<file path="src/rtl/dep_issue_scheduler_if.sv">
// ============================================================================
// Module   : dep_issue_scheduler_if
// Brief    : Allocate / issue / complete bundle of the dependency issue scheduler.
// Revision : 1.0 - initial release
// ============================================================================
`default_nettype none

interface dep_issue_scheduler_if #(
    parameter int BS = 32
);
    localparam int IW = $clog2(BS);

    logic          alloc_valid;
    logic          alloc_ready;
    logic [0:BS-1] alloc_dept;
    logic [IW-1:0] alloc_index;
    logic          issue_valid;
    logic          issue_ready;
    logic [IW-1:0] issue_index;
    logic          complete_valid;
    logic [IW-1:0] complete_index;
    logic [IW:0]   count;

    modport master (
        output alloc_valid, alloc_dept, issue_ready, complete_valid, complete_index,
        input  alloc_ready, alloc_index, issue_valid, issue_index, count
    );

    modport slave (
        input  alloc_valid, alloc_dept, issue_ready, complete_valid, complete_index,
        output alloc_ready, alloc_index, issue_valid, issue_index, count
    );
endinterface

`default_nettype wire

</file>
<file path="src/rtl/dep_issue_scheduler.sv">
// ============================================================================
// Module   : dep_issue_scheduler
// Brief    : BS x BS dependency matrix; issues oldest ready slot, retires in order.
//            Optional SCHED_ERR_CHK_EN adds sticky err / err_code outputs.
// Revision : 1.0 - initial release
// ============================================================================
`default_nettype none

module dep_issue_scheduler #(
    parameter  int BS = 32,
    localparam int IW = $clog2(BS)
) (
    input  wire                   clk,
    input  wire                   rst,
`ifdef SCHED_ERR_CHK_EN
    output logic                  err,
    output logic [1:0]            err_code,
`endif
    dep_issue_scheduler_if.slave  bus
);

    localparam logic [IW:0] C_FULL = (IW+1)'(BS);

    logic [0:BS-1] r_valid;
    logic [0:BS-1] r_issued;
    logic [0:BS-1] r_done;
    logic [0:BS-1] r_dep [BS];
    logic [IW-1:0] r_head;
    logic [IW-1:0] r_tail;
    logic [IW:0]   r_count;

    logic          w_alloc_ready;
    logic          w_alloc_fire;
    logic          w_issue_valid;
    logic [IW-1:0] w_issue_idx;
    logic          w_issue_fire;
    logic          w_cmp_legal;
    logic [0:BS-1] w_cmp_onehot;
    logic [0:BS-1] w_live;
    logic [0:BS-1] w_ready;
    logic          w_retire;
    logic [IW-1:0] w_scan;

    assign w_alloc_ready = (r_count != C_FULL);
    assign w_alloc_fire  = bus.alloc_valid & w_alloc_ready;
    assign w_issue_fire  = w_issue_valid & bus.issue_ready;
    assign w_retire      = r_valid[r_head] & r_done[r_head];

    // Completion of an unissued, already-done or empty slot is dropped.
    assign w_cmp_legal = bus.complete_valid
                       & r_valid[bus.complete_index]
                       & r_issued[bus.complete_index]
                       & ~r_done[bus.complete_index];

    always_comb begin
        w_cmp_onehot = '0;
        if (w_cmp_legal) begin
            w_cmp_onehot[bus.complete_index] = 1'b1;
        end
    end

    // Producers still outstanding after this cycle; filters stale and self bits.
    assign w_live = r_valid & ~r_done & ~w_cmp_onehot;

    always_comb begin
        w_ready = '0;
        for (int i = 0; i < BS; i++) begin
            w_ready[i] = r_valid[i] & ~r_issued[i] & ~(|r_dep[i]);
        end
    end

    // Walk from youngest to oldest offset so the oldest ready slot wins.
    always_comb begin
        w_issue_valid = 1'b0;
        w_issue_idx   = '0;
        w_scan        = '0;
        for (int k = BS - 1; k >= 0; k--) begin
            w_scan = r_head + IW'(k);
            if (w_ready[w_scan]) begin
                w_issue_valid = 1'b1;
                w_issue_idx   = w_scan;
            end
        end
    end

    always_ff @(posedge clk or posedge rst) begin
        if (rst) begin
            r_valid  <= '0;
            r_issued <= '0;
            r_done   <= '0;
            r_head   <= '0;
            r_tail   <= '0;
            r_count  <= '0;
            for (int i = 0; i < BS; i++) begin
                r_dep[i] <= '0;
            end
        end else begin
            if (w_cmp_legal) begin
                r_done[bus.complete_index] <= 1'b1;
                for (int i = 0; i < BS; i++) begin
                    r_dep[i][bus.complete_index] <= 1'b0;
                end
            end
            if (w_issue_fire) begin
                r_issued[w_issue_idx] <= 1'b1;
            end
            if (w_retire) begin
                r_valid[r_head] <= 1'b0;
                r_head          <= r_head + 1'b1;
            end
            // The tail slot is never valid here, so it cannot collide with the updates above.
            if (w_alloc_fire) begin
                r_valid[r_tail]  <= 1'b1;
                r_issued[r_tail] <= 1'b0;
                r_done[r_tail]   <= 1'b0;
                r_dep[r_tail]    <= bus.alloc_dept & w_live;
                r_tail           <= r_tail + 1'b1;
            end
            r_count <= r_count + (IW+1)'(w_alloc_fire) - (IW+1)'(w_retire);
        end
    end

    assign bus.alloc_ready = w_alloc_ready;
    assign bus.alloc_index = r_tail;
    assign bus.issue_valid = w_issue_valid;
    assign bus.issue_index = w_issue_idx;
    assign bus.count       = r_count;

`ifdef SCHED_ERR_CHK_EN
    logic       r_err;
    logic [1:0] r_err_code;
    logic       w_bad_cmp;
    logic       w_full_alloc;

    assign w_bad_cmp    = bus.complete_valid & ~w_cmp_legal;
    assign w_full_alloc = bus.alloc_valid & ~w_alloc_ready;

    always_ff @(posedge clk or posedge rst) begin
        if (rst) begin
            r_err      <= 1'b0;
            r_err_code <= 2'd0;
        end else if (!r_err && (w_bad_cmp || w_full_alloc)) begin
            r_err      <= 1'b1;
            r_err_code <= w_bad_cmp ? 2'd1 : 2'd2;
        end
    end

    assign err      = r_err;
    assign err_code = r_err_code;
`endif

endmodule

`default_nettype wire

</file>
<file path="src/flat_wrapper.sv">
// flat-port wrapper written by rule: the top's interface ports become plain ports
module dep_issue_scheduler_flat 
#(
    parameter  int BS = 32,
    localparam int IW = $clog2(BS)
)
  (clk, rst, bus_alloc_valid, bus_alloc_dept, bus_issue_ready, bus_complete_valid, bus_complete_index, bus_alloc_ready, bus_alloc_index, bus_issue_valid, bus_issue_index, bus_count);
  dep_issue_scheduler_if #(.BS(BS)) bus_i ();
  input  wire clk;
  input  wire rst;
  input wire logic [$bits(bus_i.alloc_valid)-1:0] bus_alloc_valid;
  input wire logic [$bits(bus_i.alloc_dept)-1:0] bus_alloc_dept;
  input wire logic [$bits(bus_i.issue_ready)-1:0] bus_issue_ready;
  input wire logic [$bits(bus_i.complete_valid)-1:0] bus_complete_valid;
  input wire logic [$bits(bus_i.complete_index)-1:0] bus_complete_index;
  output wire logic [$bits(bus_i.alloc_ready)-1:0] bus_alloc_ready;
  output wire logic [$bits(bus_i.alloc_index)-1:0] bus_alloc_index;
  output wire logic [$bits(bus_i.issue_valid)-1:0] bus_issue_valid;
  output wire logic [$bits(bus_i.issue_index)-1:0] bus_issue_index;
  output wire logic [$bits(bus_i.count)-1:0] bus_count;
  assign bus_i.alloc_valid = bus_alloc_valid;
  assign bus_i.alloc_dept = bus_alloc_dept;
  assign bus_i.issue_ready = bus_issue_ready;
  assign bus_i.complete_valid = bus_complete_valid;
  assign bus_i.complete_index = bus_complete_index;
  assign bus_alloc_ready = bus_i.alloc_ready;
  assign bus_alloc_index = bus_i.alloc_index;
  assign bus_issue_valid = bus_i.issue_valid;
  assign bus_issue_index = bus_i.issue_index;
  assign bus_count = bus_i.count;
  dep_issue_scheduler #(.BS(BS)) u_core (.clk(clk), .rst(rst), .bus(bus_i));
endmodule
</file>
<file path="config.mk">
export PLATFORM = sky130hd
export DESIGN_NAME = dep_issue_scheduler_flat
export DESIGN_NICKNAME = d
export VERILOG_FILES = /design/src/rtl/dep_issue_scheduler_if.sv /design/src/rtl/dep_issue_scheduler.sv /design/src/flat_wrapper.sv
export SDC_FILE = /design/constraint.sdc
export NUM_CORES = 2
export LEC_CHECK = 0
export BUFFER_PORTS_ARGS = -buffer_cell sky130_fd_sc_hd__buf_4
export CAP_MARGIN = 5
export CORE_ASPECT_RATIO = 1.25
export CORE_UTILIZATION = 47
export DETAILED_ROUTE_END_ITERATION = 8
export PLACE_DENSITY_LB_ADDON = 0.1
export SLEW_MARGIN = 20
export SYNTH_ARGS = -nofsm -noshare
export SYNTH_HDL_FRONTEND = slang
export SYNTH_SLANG_ARGS = --single-unit
</file>
<file path="constraint.sdc">
create_clock -name clk -period 45.2 [get_ports clk]
set_input_delay 6.78 -clock clk [delete_from_list [all_inputs] [get_ports clk]]
set_output_delay 6.78 -clock clk [all_outputs]
set_load 0.005 [all_outputs]
</file>
# Word-level counts from Yosys, hierarchy flattened

Index checks and enable logic that the tools add are counted.

Bits in registers: 1136
Input port bits: 42
Output and inout bits: 18

Muxes and demuxes: 195
Bitwise logic cells: 216
Reductions and logical operators: 36
$add $sub $neg: 34
Magnitude comparators: 39
Equal/unequal tests: 1

Operators with widths:

| cell                                                     | number |
|---|---|
| two-way mux 1024 bit                                     | 2 |
| bitwise AND 32 bit                                       | 38 |
| bitwise mux 1024 bit                                     | 1 |
| OR reduction 32 bit                                      | 32 |
| two-way mux 32 bit                                       | 8 |
| greater-or-equal comparator 6 bit, second input constant | 35 |
| NOT 5 -> 6 bit                                           | 35 |
| binary-select mux 1 bit (select 5 bit)                   | 37 |
| demux 32 bit (select 5 bit)                              | 1 |
| two-way mux 5 bit                                        | 32 |
| NOT 32 bit                                               | 5 |
| two-way mux 1 bit                                        | 110 |
| bitwise OR 32 bit                                        | 3 |
| adder 5 bit, second input constant                       | 16 |
| bitwise AND 1 bit                                        | 70 |
| NOT 1 bit                                                | 65 |
| adder 5 x 4 -> 5 bit, second input constant              | 8 |
| < comparator 6 x 1 -> 1 bit, second input constant       | 4 |
| adder 5 x 3 -> 5 bit, second input constant              | 4 |
| demux 1 bit (select 5 bit)                               | 4 |
| adder 5 x 1 -> 5 bit, second input constant              | 2 |
| adder 5 x 2 -> 5 bit, second input constant              | 2 |
| adder 6 x 1 -> 6 bit                                     | 1 |
| inequality test 6 bit, second input constant             | 1 |
| other kinds (2)                                          | 5 |

# Longest topological paths before layout

Depth after elaboration: 47
Gate-level depth with buffers: 27

# Least setup slack after synthesis

Ideal clock, no wire load.

Path type: register -> output
From: register u_core.r_head[0]
To: output port bus_issue_index[3]
Data required time: 38.420 ns
Data arrival time: 5.309 ns
Stages on the path, launching flop included: 24
Slack: 33.111 ns
Path through: dfrtp_1 -> buf_2 -> inv_2 -> buf_2 -> buf_2 -> buf_2 -> buf_1 -> clkbuf_1 -> ha_1 -> xor2_2 -> nor3_1 -> o31ai_1 -> o221ai_1 -> nor4_1 -> nand3_1 -> o2111ai_1 -> nor3_1 -> a211o_1 -> a31o_1 -> a221oi_1 -> o2111a_1 -> nor2_2 -> inv_2 -> buf_4

Cells in the longest elaborated chain, start to end: 37
Elaborated cells on any way between the ends: 191

RTL lines:

| item                                                  | line                       | RTL |
|---|---|---|
| start: declaration                                    | dep_issue_scheduler.sv:28  | `logic [IW-1:0] r_head;` |
| start signal: assignment                              | dep_issue_scheduler.sv:109 | `r_head <= r_head + 1'b1;` |
| adder 5 bit                                           | dep_issue_scheduler.sv:78  | `w_scan = r_head + IW'(k);` |
| NOT 5 -> 6 bit (not written as such)                  | dep_issue_scheduler.sv:79  | `if (w_ready[w_scan]) begin` |
| binary-select mux 1 bit (select 5 bit)                | dep_issue_scheduler.sv:79  |  |
| two-way mux 1 bit (not written as such) (2 in series) | dep_issue_scheduler.sv:79  |  |
| two-way mux 5 bit (31 in series)                      | dep_issue_scheduler.sv:79  |  |
| two-way mux 5 bit (*)                                 | dep_issue_scheduler.sv:79  |  |
| end: declaration                                      | flat_wrapper.sv:19         | `output wire logic [$bits(bus_i.issue_index)-1:0] bus_issue_index;` |

Mark *: on every way between the ends. The rest lies on a longest branch, timed or not. The select of a mux whose other input is x is not followed.

# Worst setup path after layout

From: register u_core.r_head[1]
To: output port bus_issue_index[3]

Same word-level chain as after synthesis.

==> impl_metrics.yaml <==
status:
  status: "finished clean"
synthesis:
  avgSynthCellArea_um2: 9.21
  ys_types: 120
  ys_seq_area_share_pct: 51.1
  postSynthNetCount: 6118
  yosysWarnings: 0
  synthFlopType: "dfrtp_1"
  synth-edff-count: 0
  async_reset_ff_share_pct: 100
  ys_ff_latch: 1136
  synth.cell_area_mm2: 0.0557
  synthCells: 6045
floorplan:
  io_pins: 60
  design.core.area_mm2: 0.117
  rows: 140
  die_area_mm2: 0.120
  die_y_um: 387
  start_util_pct: 47.6
  die_w_um: 310
clock_network:
  htreeDepth: 3
  cts_tree: "yes"
  cts_buffers: 112
  cts_resized: 0
  hold_buffers: 0
  clockBufferDepth: 3
  clkTransAtPathRegs_ps: 60
  clock_latency_ps: 790
  root_buffer: "clkbuf_16"
  post_cts_buffers: 0
  cts.sinks: 1136
place:
  portBuffers: 59
  placed_area_mm2: 0.0578
  gp_routability_congestion: 1.09
  dp_hpwl_mm: 177
sta:
  worst_slew_pin_slew_ps: 1320
  max_slew_margin_pct: 11.1
  max_freq_mhz: 67.4
  rsz0062_at_grt: "no"
  tns_ps: 0
  post-route-period-util_pct: 32.8
  period_minus_slack_ps: 14850
  report.final.slew_viol_count: 0
  finalHoldViolCount: 0
  setup_viol: 0
  skew_ps: 96.6
  whs_ps: 498
worst_setup_path:
  cp_max_fo: 41
  critPathMaxStageDelay_ps: 1000
  cpMostUsedCell: "buf_4"
  critPathArrivalTime_ps: 8070
  worstPathRequired_ps: 38420
  slowest_stage: "nor4_2"
  crit_type: "flip-flop to output pin"
  cp_cell_sequence: "buf_4 > clkinv_1 > buf_4 > ha_1 > buf_4 > clkinv_1 > buf_4 > nor4_2 > nor3_1 > o21ai_0 > nand3_1 > o21a_1 > and2_1 > o311ai_0 > a211oi_1 > a221oi_1 > o2111a_1 > nor2_2 > buf_4 > inv_2 > buf_4"
  crit_path_end_kind: "output pin"
  critPathLaunchType: "flip-flop"
global_routing:
  grt_use_total_pct: 42.9
  overflow: 0
  antenna_found_initial: 13
  grt_pass1_vias: 48400
  grt_max_degree: 185
  grt_pass1_wl_mm: 364
power:
  power_switching_mw: 3.04
  peakVddDrop_uv: 48.8
  finalPower_mw: 5.95
  share_comb_of_total_power_pct: 55.2
  p_int_mw: 2.90
  power.density_mw_per_mm2: 96.0
  p_leak_nw: 26.3
  switching_share_pct: 51.2
  p_clk_share_pct: 17.2
  p_seq_share_pct: 27.6
drt:
  firstDrtPassIters: 6
  dr.first_iter.drc_count: 6222
  drc_errors: 0
  post_drt_wl_per_cell_um: 34.1
  ant_nets: 0
  via_per_inst: 6.80
  wirelength_mm: 257
  vias: 51300
final_layout:
  drive_above_1_share_pct: 11.8
  area_growth_pct: 11.3
  postLayoutCoreUtil_pct: 53.0
  finalNetCount: 5955
  postLayoutCellArea_mm2: 0.0620
hold_path:
  min_path_type: "flip-flop to flip-flop"
job:
  maxCapViolations: 0
-- critical path, delay by kind of cell, from the launching register on --
| family | cells | cell delay (ps) |
|---|---|---|
| buffers and inverters | 9 | 2680 |
| AOI/OAI and AO/OA | 6 | 2030 |
| and+or+nand+nor | 5 | 1790 |
| adders and majority gates | 1 | 360 |
| DFF | 1 | 340 |
-- logic make-up after synthesis --
family	synth area share, %
AO/OA/AOI/OAI	17.3
XOR/XNOR	0.767
adder cells (fa/ha/maj)	0.710
buffers and inverters	4.34
flip-flops	51.1
multiplexers	2.65
AND/OR/NAND/NOR	23.2
-- final timing paths --
| check | end | depth (start not counted) | slack (ps) | start |
|---|---|---|---|---|
| setup / recovery | bus_issue_index[3] | 21 | 30350 | u_core.r_head[1]$_DFFE_PP0P_ |
| hold / removal | u_core.r_dep[750]$_DFF_PP0_ | 2 | 500 | u_core.r_dep[750]$_DFF_PP0_ |
| setup reg to reg | u_core.r_issued[24]$_DFF_PP0_ | 21 | 36920 | u_core.r_head[1]$_DFFE_PP0P_ |
| hold reg to reg | u_core.r_dep[750]$_DFF_PP0_ | 2 | 500 | u_core.r_dep[750]$_DFF_PP0_ |
| max in group asynchronous | u_core.r_dep[103]$_DFF_PP0_ | 7 | 34160 | rst |
| min in group asynchronous | u_core.r_dep[633]$_DFF_PP0_ | 2 | 6160 | rst |
-- cell type report --
type / instances / area [µm²]
diodes: 4 / 10.0
clock buffers: 161 / 3300
clock inverters: 48 / 763
fillers: 11100 / 55000
inverters: 58 / 230
multi-input cells: 4293 / 25100
flip-flops and latches: 1136 / 28400
well taps: 1562 / 1950
repair buffers: 281 / 2140
-- stage by stage --
| step | setup WS, ps | std cells |
|---|---|---|
| global placement | 31180 | 7328 |
| CTS | 30660 | 7537 |
| detailed placement | 31480 | 7328 |
| floorplan | 6430 | 6045 |
| finish | 30350 | 7543 |
| global route | 30200 | 7540 |
-- per-layer routing --
layer	track usage (%)	routed length (µm)	vias up
li1	-	-	22100
met1	53.6	96300	25400
met2	63.6	113000	2893
met3	11.6	25700	860
met4	31.7	22900	8
met5	0	54	-
-- Yosys cell counts, types with 23 or more instances --
library cell,instances,area [µm²]
o22ai_1,35,219
ha_1,30,375
nor4b_1,32,280
a21oi_1,144,721
nand3_1,1152,5770
o21a_1,28,210
nand2_1,377,1420
a31oi_1,30,188
nand4_1,49,307
nor2_1,208,781
nor3b_1,23,173
a211oi_1,54,405
o21ai_0,1123,5620
buf_2,37,185
dfrtp_1,1136,28400
clkbuf_1,456,1710
buf_1,55,206
o211ai_1,27,203
nor4_1,363,2270
mux2i_1,56,561
xnor2_1,39,342
mux4_2,31,698
nor3_1,69,345
inv_1,50,188
-- registers in the layout, indices dropped and copies added (netlist names) --
register / flops
u_core.bus.count: 6
u_core.r_issued: 32
u_core.r_dep: 1024
u_core.r_done: 32
u_core.r_head: 5
u_core.bus.alloc_index: 5
u_core.r_valid: 32
-- power groups by stage --
stage | registers (mW) | clock network, mW | logic (mW)
after CTS | 1.63 | 1.03 | 3.13
after global placement | 1.64 | 0 | 3.13
after global routing | 1.68 | 1.07 | 3.38
after detailed placement | 1.65 | 0 | 3.12
after floorplan | 1.58 | 0 | 1.81
final | 1.64 | 1.02 | 3.28
-- cell usage in the layout (no fill, tap or decap), drive strengths merged, types with 10 or more instances in the layout --
master,netlist,layout
a21oi,145,145
xnor2,40,40
o221ai,10,10
o211ai,31,31
a221oi,13,13
o31ai,17,17
nor3,96,96
a211o,10,10
bufinv,0,14
a31oi,30,30
a311oi,16,16
nor2b,17,17
mux2,19,19
nand2b,14,14
nand2,377,377
clkbuf,456,162
dfrtp,1136,1136
nand3,1152,1152
nor2,209,209
nor4,378,378
nor4b,45,45
and2,13,13
o22ai,37,37
inv,55,61
o21a,28,28
buf,102,280
a2111oi,20,20
mux2i,56,56
ha,30,30
nor3b,27,27
mux4,31,31
a22oi,22,22
clkinv,3,28
and3,14,14
nand4,52,52
or3,17,17
a211oi,57,57
o21ai,1129,1129
(Power assumes the default switching activity.)
